`config.mk`:
```
export PLATFORM = sky130hd
export DESIGN_NAME = instr_prefetch_queue
export DESIGN_NICKNAME = d
export VERILOG_FILES = /design/src/rtl/instr_prefetch_queue_pkg.sv /design/src/rtl/instr_prefetch_queue_fifo.sv /design/src/rtl/instr_prefetch_queue.sv
export SDC_FILE = /design/constraint.sdc
export NUM_CORES = 1
export LEC_CHECK = 0
export BUFFER_PORTS_ARGS = -buffer_cell sky130_fd_sc_hd__buf_2
export CELL_PAD_IN_SITES_DETAIL_PLACEMENT = 1
export CELL_PAD_IN_SITES_GLOBAL_PLACEMENT = 1
export CORE_MARGIN = 2
export CORE_UTILIZATION = 50
export CTS_CLUSTER_SIZE = 14
export DETAILED_ROUTE_END_ITERATION = 7
export PLACE_DENSITY_LB_ADDON = 0.1
export SLEW_MARGIN = 25
export SYNTH_ARGS = -nofsm -noshare
export SYNTH_HDL_FRONTEND = slang
export SYNTH_SLANG_ARGS = --single-unit
```
`constraint.sdc`:
```
create_clock -name clk -period 5.45 [get_ports clk]
set_input_delay 1.09 -clock clk [delete_from_list [all_inputs] [get_ports clk]]
set_output_delay 1.09 -clock clk [all_outputs]
set_load 0.01 [all_outputs]
```
`src/rtl/instr_prefetch_queue_pkg.sv`:
```
// Shared definitions for the instruction prefetch queue.
// Contents: fetch state encoding, queue entry layout ({pc, instr}),
// the NOP word, the exception vector and the default reset PC.
package instr_prefetch_queue_pkg;

    typedef enum logic [1:0] {
        IDLE = 2'd0,  // no request outstanding (queue full or waiting for space)
        REQ  = 2'd1,  // request at fetchAddr outstanding; its data is kept
        DROP = 2'd2   // stale request outstanding after a redirect; its data is discarded
    } fetch_state_e;

    typedef struct packed {
        logic [31:0] pc;
        logic [31:0] instr;
    } fetch_entry_t;

    localparam logic [31:0] NOP_INSTR        = 32'h0000_0000;
    localparam logic [31:0] EXC_VECTOR       = 32'h0000_0100;
    localparam logic [31:0] DEFAULT_RESET_PC = 32'h0000_0000;

endpackage

```
`src/rtl/instr_prefetch_queue_fifo.sv`:
```
// fetch_fifo: synchronous FIFO of {pc, instr} entries.
// Ports:
//   clk, rst  : clock, asynchronous active-high reset
//   push      : write pushData at the tail (ignored when full)
//   pushData  : entry to write
//   pop       : drop the head entry (ignored when empty)
//   clear     : empty the FIFO; wins over push and pop in the same cycle
//   count     : number of valid entries
//   head      : oldest entry, combinational (undefined when count == 0)
module fetch_fifo
    import instr_prefetch_queue_pkg::*;
#(
    parameter int DEPTH = 4
) (
    input  logic                         clk,
    input  logic                         rst,
    input  logic                         push,
    input  fetch_entry_t                 pushData,
    input  logic                         pop,
    input  logic                         clear,
    output logic [$clog2(DEPTH+1)-1:0]   count,
    output fetch_entry_t                 head
);

    localparam int AW = $clog2(DEPTH);
    localparam int CW = $clog2(DEPTH + 1);

    fetch_entry_t   mem [DEPTH];
    logic [AW-1:0]  rdPtr;
    logic [AW-1:0]  wrPtr;
    logic           doPush;
    logic           doPop;

    assign doPush = push & (count != CW'(DEPTH)) & ~clear;
    assign doPop  = pop & (count != '0) & ~clear;

    // DEPTH is a power of two, so the pointers wrap naturally.
    always_ff @(posedge clk or posedge rst) begin
        if (rst) begin
            rdPtr <= '0;
            wrPtr <= '0;
            count <= '0;
        end else if (clear) begin
            rdPtr <= '0;
            wrPtr <= '0;
            count <= '0;
        end else begin
            if (doPush) wrPtr <= wrPtr + AW'(1);
            if (doPop)  rdPtr <= rdPtr + AW'(1);
            count <= count + CW'(doPush) - CW'(doPop);
        end
    end

    // Storage carries no reset: entries are only observed once counted valid.
    always_ff @(posedge clk) begin
        if (doPush) mem[wrPtr] <= pushData;
    end

    assign head = mem[rdPtr];

endmodule

```
`src/rtl/instr_prefetch_queue.sv`:
```
// instr_prefetch_queue: fetch-side buffer between instruction memory and IF/ID.
// Issues sequential fetches (one outstanding), queues up to DEPTH {pc, instr}
// pairs and presents the oldest one. A Redirect flushes the queue and any
// in-flight fetch, then fetching restarts at RedirectPC.
//
// Handshakes:
//   Memory side: ImemReq stays high with ImemAddr stable until a cycle with
//   ImemAck=1; that cycle completes the fetch and ImemData is sampled. ImemAck
//   while ImemReq=0 is ignored.
//   Consumer side: the head entry is popped at the clock edge of any cycle with
//   InstrValid=1 and IF_ID_Write=1 (unless Redirect is also high).
//
// Ports:
//   clk, rst       : clock, asynchronous active-high reset
//   Redirect       : flush queue and refetch from RedirectPC
//   RedirectPC     : new fetch address
//   IF_ID_Write    : consumer ready
//   InstrValid     : head entry valid
//   Instruction    : head instruction, NOP when empty
//   FetchPC        : head PC (0 when empty)
//   PCadderResult  : FetchPC + 4
//   ImemReq/ImemAddr/ImemAck/ImemData : memory fetch interface
//   Count          : number of valid queue entries
//   FetchState     : current fetch state, for observation
module instr_prefetch_queue
    import instr_prefetch_queue_pkg::*;
#(
    parameter int          DEPTH    = 4,
    parameter logic [31:0] RESET_PC = DEFAULT_RESET_PC
) (
    input  logic                        clk,
    input  logic                        rst,
    input  logic                        Redirect,
    input  logic [31:0]                 RedirectPC,
    input  logic                        IF_ID_Write,
    output logic                        InstrValid,
    output logic [31:0]                 Instruction,
    output logic [31:0]                 FetchPC,
    output logic [31:0]                 PCadderResult,
    output logic                        ImemReq,
    output logic [31:0]                 ImemAddr,
    input  logic                        ImemAck,
    input  logic [31:0]                 ImemData,
    output logic [$clog2(DEPTH+1)-1:0]  Count,
    output fetch_state_e                FetchState
);

    localparam int CW = $clog2(DEPTH + 1);

    fetch_state_e   state;
    logic [31:0]    fetchAddr;
    logic [31:0]    dropAddr;
    logic [CW-1:0]  count;
    logic [CW-1:0]  countNext;
    fetch_entry_t   head;
    fetch_entry_t   pushEntry;
    logic           pushEn;
    logic           popEn;
    logic           space;

    // Redirect overrides both queue operations; the FIFO clear does the rest.
    assign popEn     = InstrValid & IF_ID_Write & ~Redirect;
    assign pushEn    = (state == REQ) & ImemAck & ~Redirect;
    assign pushEntry = '{pc: fetchAddr, instr: ImemData};

    // Occupancy after this cycle's push/pop; a new request is only issued
    // when that leaves room, so the FIFO is never pushed while full.
    assign countNext = count + CW'(pushEn) - CW'(popEn);
    assign space     = countNext < CW'(DEPTH);

    fetch_fifo #(.DEPTH(DEPTH)) uFifo (
        .clk      (clk),
        .rst      (rst),
        .push     (pushEn),
        .pushData (pushEntry),
        .pop      (popEn),
        .clear    (Redirect),
        .count    (count),
        .head     (head)
    );

    always_ff @(posedge clk or posedge rst) begin
        if (rst) begin
            state     <= IDLE;
            fetchAddr <= RESET_PC;
            dropAddr  <= RESET_PC;
        end else begin
            case (state)
                IDLE: begin
                    if (Redirect) begin
                        fetchAddr <= RedirectPC;
                        state     <= REQ;
                    end else if (space) begin
                        state <= REQ;
                    end
                end
                REQ: begin
                    if (Redirect) begin
                        fetchAddr <= RedirectPC;
                        // An ack in the same cycle completes the old fetch, so
                        // only an unfinished one needs to be held and drained.
                        if (!ImemAck) begin
                            dropAddr <= fetchAddr;
                            state    <= DROP;
                        end
                    end else if (ImemAck) begin
                        fetchAddr <= fetchAddr + 32'd4;
                        state     <= space ? REQ : IDLE;
                    end
                end
                DROP: begin
                    if (Redirect) fetchAddr <= RedirectPC;
                    if (ImemAck)  state     <= REQ;
                end
                default: state <= IDLE;
            endcase
        end
    end

    assign ImemReq       = (state != IDLE);
    assign ImemAddr      = (state == DROP) ? dropAddr : fetchAddr;
    assign InstrValid    = (count != '0);
    assign Instruction   = InstrValid ? head.instr : NOP_INSTR;
    assign FetchPC       = InstrValid ? head.pc : 32'h0000_0000;
    assign PCadderResult = FetchPC + 32'd4;
    assign Count         = count;
    assign FetchState    = state;

endmodule

```
# Word-level counts from Yosys, hierarchy flattened
# Memory sizes are Yosys's and may differ from the RTL's.
# Index checks and enable logic that the tools add are counted.
[word_totals] wordCells=66 n_memories=1 in_bits=69 ramBits=256 output_inout_bits=135 ff_bits=73
[memory_table] name="uFifo.mem" depth=4 word_bits=64 read_ports=1 rd_clocked_by_memory_dff=0 write_ports=1 line="instr_prefetch_queue_fifo.sv:28" text="fetch_entry_t mem [DEPTH];"
[classes] bitwise_logic=10 n_eq_ne=8 n_lt_le_gt_ge=1 muxes=22 addsub=8 reduce_logical=10
[ops] op="2-to-1 mux 32 bit" count=6
[ops] op="adder 32 x 3 -> 32 bit (second input constant)" count=2
[ops] op="case mux 32 bit (2 select lines)" count=1
[ops] op="2-to-1 mux 2 bit" count=10
[ops] op="!= test 3 bit (second input constant)" count=4
[ops] op="bitwise AND 1 bit" count=8
[ops] op="nonzero test 2 bit" count=4
[ops] op="adder 3 x 1 -> 3 bit" count=2
[ops] op="case mux 2 bit (3 select lines)" count=1
[ops] op="AND reduction 3 bit" count=2
[ops] op="subtractor 3 x 1 -> 3 bit" count=2
[ops] op="adder 2 x 1 -> 2 bit (second input constant)" count=2
[ops] op="AND reduction 4 bit" count=1
[ops] op="< comparator 3 bit (second input constant)" count=1
[ops] op="2-to-1 mux 1 bit" count=3
[ops] op="2-to-1 mux 3 bit" count=1
[ops] op="nonzero test 3 bit" count=1
[ops] op="== test 2 x 1 -> 1 bit (second input constant)" count=1
[ops] op="== test 2 bit (second input constant)" count=1
[ops] op="zero test 2 bit" count=1
[ops] op="!= test 2 x 1 -> 1 bit (second input constant)" count=1
[ops] op="!= test 2 bit (second input constant)" count=1
[ops] op="inverter 1 bit" count=2
[ops] op="OR reduction 2 bit" count=1

# Depth between registers and ports, before layout
# Gate-level depths: netlist (run 1).
[logic_depth] word_depth=10 ltp_mapped=14 ltp_nobuf=12

# Modules after synthesis
# A second synthesis (run 1) with hierarchy kept.
[unflattened] cells_unflattened=964 area_unflattened_um2=14829.2
[modules_own_cells] module="fetch_fifo" seq_area_each_um2=7862.5 cells_per_inst=382 instances=1 area_per_inst_um2=9695.5
[modules_own_cells] module="instr_prefetch_queue" seq_area_each_um2=1651.6 cells_per_inst=582 instances=1 area_per_inst_um2=5133.7

# Least setup slack after synthesis (run 1)
# Ideal clock, no wire load.
[synth_path] kind="input to register" start="input Redirect" end="memory uFifo.mem[0][0] (netlist name) (enable)" t_required_ns=5.021 cell_stages=6 path_buffers=2 arrival_time_ns=3.720 slack_ns=1.301 setup_ns=0.429 path_cell_list="clkbuf_1 > nor2b_1 > clkbuf_1 > nand3b_1 > a31oi_1 > and2_1"
[synth_via] elab_chain_len=6
[synth_rtl] element="start: declaration" line="instr_prefetch_queue.sv:33" text="input logic Redirect,"
[synth_rtl] element="inverter 1 bit *" line="instr_prefetch_queue_fifo.sv:34, instr_prefetch_queue.sv:63"
[synth_rtl] element="bitwise AND 1 bit" line="instr_prefetch_queue.sv:63" text="assign pushEn = (state == REQ) & ImemAck & ~Redirect;"
[synth_rtl] element="bitwise AND 1 bit" line="instr_prefetch_queue_fifo.sv:34" text="assign doPush = push & (count != CW'(DEPTH)) & ~clear;"
[synth_rtl] element="bitwise AND 1 bit *" line="instr_prefetch_queue_fifo.sv:34"
[synth_rtl] element="2-to-1 mux 1 bit *" line="instr_prefetch_queue_fifo.sv:56" text="if (doPush) mem[wrPtr] <= pushData;"
[synth_rtl] element="2-to-1 mux 1 bit (implied by the code) *" line="instr_prefetch_queue_fifo.sv:56"
[synth_rtl] element="end: declaration" line="instr_prefetch_queue_fifo.sv:28"
# Mark *: on every way between the ends. The rest lies on a longest branch, timed or not.

# Worst setup path after layout (run 1)
[layout_path] start="register uFifo.count[1]" end="output PCadderResult[30]"
[layout_via] elab_chain_len=3
[layout_rtl] element="start: declaration" line="instr_prefetch_queue_fifo.sv:21" text="output logic [$clog2(DEPTH+1)-1:0] count,"
[layout_rtl] element="start signal: assignment" line="instr_prefetch_queue_fifo.sv:50" text="count <= count + CW'(doPush) - CW'(doPop);"
[layout_rtl] element="nonzero test 3 bit" line="instr_prefetch_queue.sv:122" text="assign InstrValid = (count != '0);"
[layout_rtl] element="2-to-1 mux 32 bit" line="instr_prefetch_queue.sv:124" text="assign FetchPC = InstrValid ? head.pc : 32'h0000_0000;"
[layout_rtl] element="adder 32 x 3 -> 32 bit" line="instr_prefetch_queue.sv:125" text="assign PCadderResult = FetchPC + 32'd4;"
[layout_rtl] element="end: declaration" line="instr_prefetch_queue.sv:39" text="output logic [31:0] PCadderResult,"
# Every way passes these cells.

==> results_dict.tcl, run 1 <==
set metrics [dict create \
    crit_path_start_kind "flop" \
    coreArea_mm2 0.0287 \
    synth_area_mm2 0.0146 \
    synth_fp_nets 1036 \
    grt.total_usage_pct 23.6 \
    cts_buffers 36 \
    routedWlPerCell_um 22.7 \
    final-hold-violation-count 0 \
    drv_slew 0 \
    synth_cell_types 57 \
    cts.sinks 329 \
    p_per_area_mw_per_mm2 527 \
    worstHoldStart "dropAddr[1]" \
    drc 0 \
    wirelength_mm 35.5 \
    grt_max_degree 65 \
    maxCapViolations 0 \
    htree_levels 2 \
    yosysSeqAreaShare_pct 65.1 \
    synth.area.top_cells "edfxtp_1, dfrtp_1, mux4_2" \
    portBuffers 203 \
    ctsHoldBuffers 0 \
    yosysMostFrequentCell "edfxtp_1" \
    cp_max_fo 37 \
    ir_drop_mv 0.263 \
    synth_commonest_cells "edfxtp_1, dfrtp_1, mux2_2" \
    period_share_pct 85.0 \
    clk_pin_slew_ns 0.06 \
    tns_ns 0 \
    worst_slew_pin_slew_ns 0.899 \
    r2r-end "uFifo.mem[3][17]" \
    r2r_start "FetchState[0]" \
    postRouteAntennaNets 0 \
    cts_root_buf "clkbuf_16" \
    skew_ns 0.0122 \
    io_pins 204 \
    area_delta_synth_final_pct 17.7 \
    worstPathRequired_ns 4.36 \
    reg2reg_depth 5 \
    ys_ff_latch 329 \
    synth_flop_cell "edfxtp_1" \
    clock_path_buffers 3 \
    diodes 0 \
    grt-ovfl-total 0 \
    antenna_found_initial 0 \
    hold-path-endpoint "dropAddr[1]" \
    power.static_leakage_nw 6.39 \
    via_per_inst 5.72 \
    arrival_ns 3.54 \
    worstSetupEndpointType "output port" \
    hold_depth 1 \
    initial_utilization_pct 50.9 \
    synth-edff-count 256 \
    vias 8967 \
    grt_pass1_vias 9375 \
    crit_type "reg2out" \
    max_stage_delay_ns 0.46 \
    drive_above_1_share_pct 35.8 \
    ys_warn_count 0 \
    drt_iter0_markers 724 \
    std_cell_rows 62 \
    maxSlewHeadroom_pct 39.5 \
    first_pass_iters 5 \
    synth_top_cell_area_share_pct 52.6 \
    setup_violations 0 \
    cpMaxStageDelayCell "dfrtp_1" \
    die_y_um 175 \
    dieWidth_um 175 \
    post_cts_resized 0 \
    path_common_cell "buf_4" \
    hold_path.class "reg2reg" \
    cp_cell_sequence "nor3_2 > buf_4 > inv_2 > buf_4 > and2_1 > nand4b_4 > nor4_4 > nand4_1 > xnor2_1 > buf_2" \
    clock_latency_ns 0.52 \
    hpwl_mm 23.6 \
    status "finished clean" \
    power_w 0.00905 \
    grt_pass1_wl_mm 55.2 \
    nets 1237 \
    rsz0062_at_grt "no" \
    period_needed_ns 4.63 \
    syn_avg_cell_area_um2 15.3 \
    synthArstFlopShare_pct 22.2 \
    die-area_mm2 0.0306 \
    synthCells 956 \
    fmax_mhz 216 \
    post_cts_buffers 0 \
    place.gp.congestion 0.836 \
    rrSetupSlack_ns 2.49 \
    yosys.area.top_type "edfxtp_1" \
    cts_tree "yes" \
]
cells in the final DEF, fill, tap and decap left out, drive strengths merged, types with 3 or more instances in the layout:
cell	n
o32ai	3
nor2b	3
nand3	21
nor2	46
nand3b	3
nor3	13
a211oi	3
o21ai	22
a21o	4
clkbuf	50
nand4b	3
inv	25
a21oi	47
or2	4
a31oi	4
ha	10
buf	218
mux2	65
o22ai	13
xor2	15
nor4	7
nand2b	4
clkinv	7
bufinv	4
and3	13
and4	4
xnor2	17
nand2	64
o22a	4
mux4	64
dfrtp	73
edfxtp	256
and2	64
nand4	13
power by group:
part / switching (W) / internal [W]
clock network: 0.000941 / 0.00144
logic: 0.00161 / 0.00132
registers: 0.000521 / 0.00322
critical path, delay by kind of cell (launching register included):
family        cells  cell delay [ns]
buf+inv           4             1.17
xor+xnor          1             0.16
simple gates      5             1.22
flops             1             0.46
how the worst max path moves through the flow:
stage	from	end	slack, ns	cells after the start
floorplan	Redirect	uFifo.mem[0][0]	1.30	6
global placement	uFifo.count[1]	PCadderResult[31]	1.42	10
detailed placement	uFifo.count[1]	PCadderResult[31]	1.33	10
CTS	uFifo.count[1]	PCadderResult[26]	0.74	10
global route	uFifo.count[1]	PCadderResult[30]	0.52	10
finish	uFifo.count[1]	PCadderResult[30]	0.82	10
cell type report:
class | count | area, um^2
Fill cell | 2786 | 11500
Sequential cell | 329 | 9520
Multi-Input combinational cell | 549 | 4770
Timing Repair Buffer | 218 | 1180
Clock buffer | 50 | 975
Tap cell | 384 | 480
Clock inverter | 14 | 176
Inverter | 23 | 86.3
sequential cells by signal, indices dropped and copies added (netlist names):
name	count
uFifo.mem	256
dropAddr	32
uFifo.count	3
uFifo.rdPtr	2
uFifo.wrPtr	2
FetchState	2
fetchAddr	32
cells by family after synthesis:
group	share of synthesized area, %
and+or+nand+nor	10.1
buffers and inverters	2.34
xor gates and xnor gates	1.92
adders and majority gates	0.993
AOI/OAI and AO/OA	4.57
DFF	65.1
muxes	14.9
through the flow:
stage	std cells	hold slack, ns	setup WS (ns)	util [%]	cell area, um^2
6_report	1567	0.503	0.818	59.9	17200
5_1_grt	1567	0.522	0.515	59.9	17200
4_1_cts	1567	0.508	0.740	59.9	17200
3_5_place_dp	1503	0.496	1.33	55.9	16000
3_3_place_gp	1503	0.484	1.42	55.9	16000
2_1_floorplan	956	0.471	1.30	-	14600
metal layers:
layer	wire length [um]	share of wire, %	track usage, %
met3	1720	4.8	3.48
met4	608	1.7	5.80
met2	17500	49	39.0
met1	15700	44	33.4
met5	0	0	0
Note: power is estimated with default switching activity, not from simulation.
==> inputs of run 2 (changes only) <==
--- a/config.mk
+++ b/config.mk
@@ -9,7 +9,7 @@
 export CELL_PAD_IN_SITES_DETAIL_PLACEMENT = 1
 export CELL_PAD_IN_SITES_GLOBAL_PLACEMENT = 1
 export CORE_MARGIN = 2
-export CORE_UTILIZATION = 50
+export CORE_UTILIZATION = 43
 export CTS_CLUSTER_SIZE = 14
 export DETAILED_ROUTE_END_ITERATION = 7
 export PLACE_DENSITY_LB_ADDON = 0.1
==> constraint.sdc (replaced) <==
create_clock -name clk -period 4.12 [get_ports clk]
set_input_delay 0.824 -clock clk [delete_from_list [all_inputs] [get_ports clk]]
set_output_delay 0.824 -clock clk [all_outputs]
set_load 0.01 [all_outputs]
==> results_dict.tcl, run 2 (synthesized netlist as in run 1, its figures left out) <==
set metrics [dict create \
    clock_latency_ns 0.52 \
    die_y_um 188 \
    dieWidth_um 188 \
    drt_iter0_markers 533 \
    std_cell_rows 67 \
    nets 1261 \
    coreArea_mm2 0.0335 \
    drc 0 \
    dr.max_layer_used "met4" \
    ctsHoldBuffers 0 \
    power.static_leakage_nw 6.57 \
    status "finished clean" \
    seq_area_mm2 0.00952 \
    drive_above_1_share_pct 36.9 \
    skew_ns 0.0132 \
    final-hold-violation-count 0 \
    maxCapViolations 0 \
    grt_pass1_vias 9638 \
    finish.instance_area_mm2 0.0176 \
    cts_buffers 38 \
    hold_path.class "in2async" \
    via_per_inst 5.47 \
    wl_met1_mm 17.5 \
    rsz0062_at_grt "no" \
    grt.total_usage_pct 21.5 \
    grt_max_degree 55 \
    clk_pin_slew_ns 0.06 \
    regMostFlops "uFifo.mem" \
    setup_ws_ns 0.187 \
    maxSlewHeadroom_pct 39.6 \
    tns_ns 0 \
    period_needed_ns 3.93 \
    crit_type "reg2out" \
    routedWlPerCell_um 22.6 \
    fmax_mhz 254 \
    crit_path_start_kind "flop" \
    fin_util_pct 52.4 \
    postRouteAntennaNets 0 \
    arrival_ns 3.11 \
    cts.sinks 329 \
    cts_root_buf "clkbuf_16" \
    dpl-instance-area_mm2 0.0162 \
    worstPathRequired_ns 3.30 \
    portBuffers 203 \
    met3_wirelength_mm 1.93 \
    drv_slew 0 \
    vias 9076 \
    multi_input_area_mm2 0.00479 \
    wl_met2_mm 17.6 \
    final_common_cell "edfxtp_1" \
    antenna_found_initial 0 \
    grt_pass1_wl_mm 58.4 \
    place.gp.congestion 0.797 \
    initial_utilization_pct 43.6 \
    period_share_pct 95.5 \
    htree_levels 2 \
    nFillCells 3357 \
    first_pass_iters 4 \
    grt-ovfl-total 0 \
    final_cell_mix "edfxtp_1, buf_2, dfrtp_1" \
    io_pins 204 \
    reg_top3 "uFifo.mem: 256 flops, dropAddr: 32 flops, fetchAddr: 32 flops" \
    cts_tree "yes" \
    clock_path_buffers 3 \
    die-area_mm2 0.0355 \
    area_delta_synth_final_pct 20.3 \
    ir_drop_mv 0.331 \
    wirelength_mm 37.5 \
    worst_slew_pin_slew_ns 0.907 \
    place_ws_ns 0.478 \
    hpwl_mm 25.3 \
    setup_violations 0 \
    p_per_area_mw_per_mm2 707 \
    worstSetupEndpointType "output port" \
    largest_reg_flops 256 \
    cp_max_fo 14 \
    diodes 0 \
]
==> run 2: metal layers <==
layer	vias up	track usage, %
met2	238	34.0
li1	4102	-
met4	0	4.18
met5	-	0
met3	40	3.73
met1	4696	31.5
==> run 2: stage by stage <==
step                cells  hold WS (ns)  power, W
finish               1659         0.494    0.0124
global route         1659         0.512    0.0131
CTS                  1650         0.480    0.0125
detailed placement   1580         0.495   0.00905
global placement     1580         0.485   0.00896
floorplan             956         0.471   0.00735
==> run 2: report_power, final <==
| part | leakage, nW | switching (W) | internal, W |
|---|---|---|---|
| logic | 2.81 | 0.00226 | 0.00184 |
| clock network | 0.618 | 0.00131 | 0.00213 |
| registers | 3.15 | 0.000646 | 0.00425 |
| total | 6.57 | 0.00422 | 0.00821 |
==> run 2: repair_timing <==
action | in CTS | in global routing
resized for setup | 1 | 3
endpoints found under the setup margin | 8 | 14
setup buffers | 0 | 9
==> run 2: path summary, 6_finish.rpt <==
kind | from | depth (start not counted) | slack (ns) | end
worst min-delay path | rst | 2 | 0.49 | dropAddr[17]
max in group asynchronous | rst | 3 | 2.80 | uFifo.count[0]
worst max-delay path | uFifo.rdPtr[0] | 10 | 0.19 | PCadderResult[26]
worst max register to register | uFifo.count[1] | 12 | 1.13 | uFifo.count[2]
min in group clk | RedirectPC[1] | 3 | 0.50 | fetchAddr[1]
worst min register to register | dropAddr[16] | 1 | 0.50 | dropAddr[16]
==> run 2: cell type report <==
cell class	instances	area share (%)
multi-input cells	549	27.2
well taps	448	3.19
flip-flops and latches	329	54.2
clock inverters	17	1.14
repair buffers	240	7.69
inverters	23	0.498
clock buffers	53	6.09
==> run 2: worst max-delay path: stages, from the launching register on <==
cell and delay (ns):
dfrtp_4 0.57, mux4_2 0.38, nand2_1 0.07, inv_1 0.09
ha_1 0.20, and3_4 0.23, nand4_4 0.18, nor3_2 0.37
nand2_1 0.18, xnor2_1 0.17, buf_2 0.15
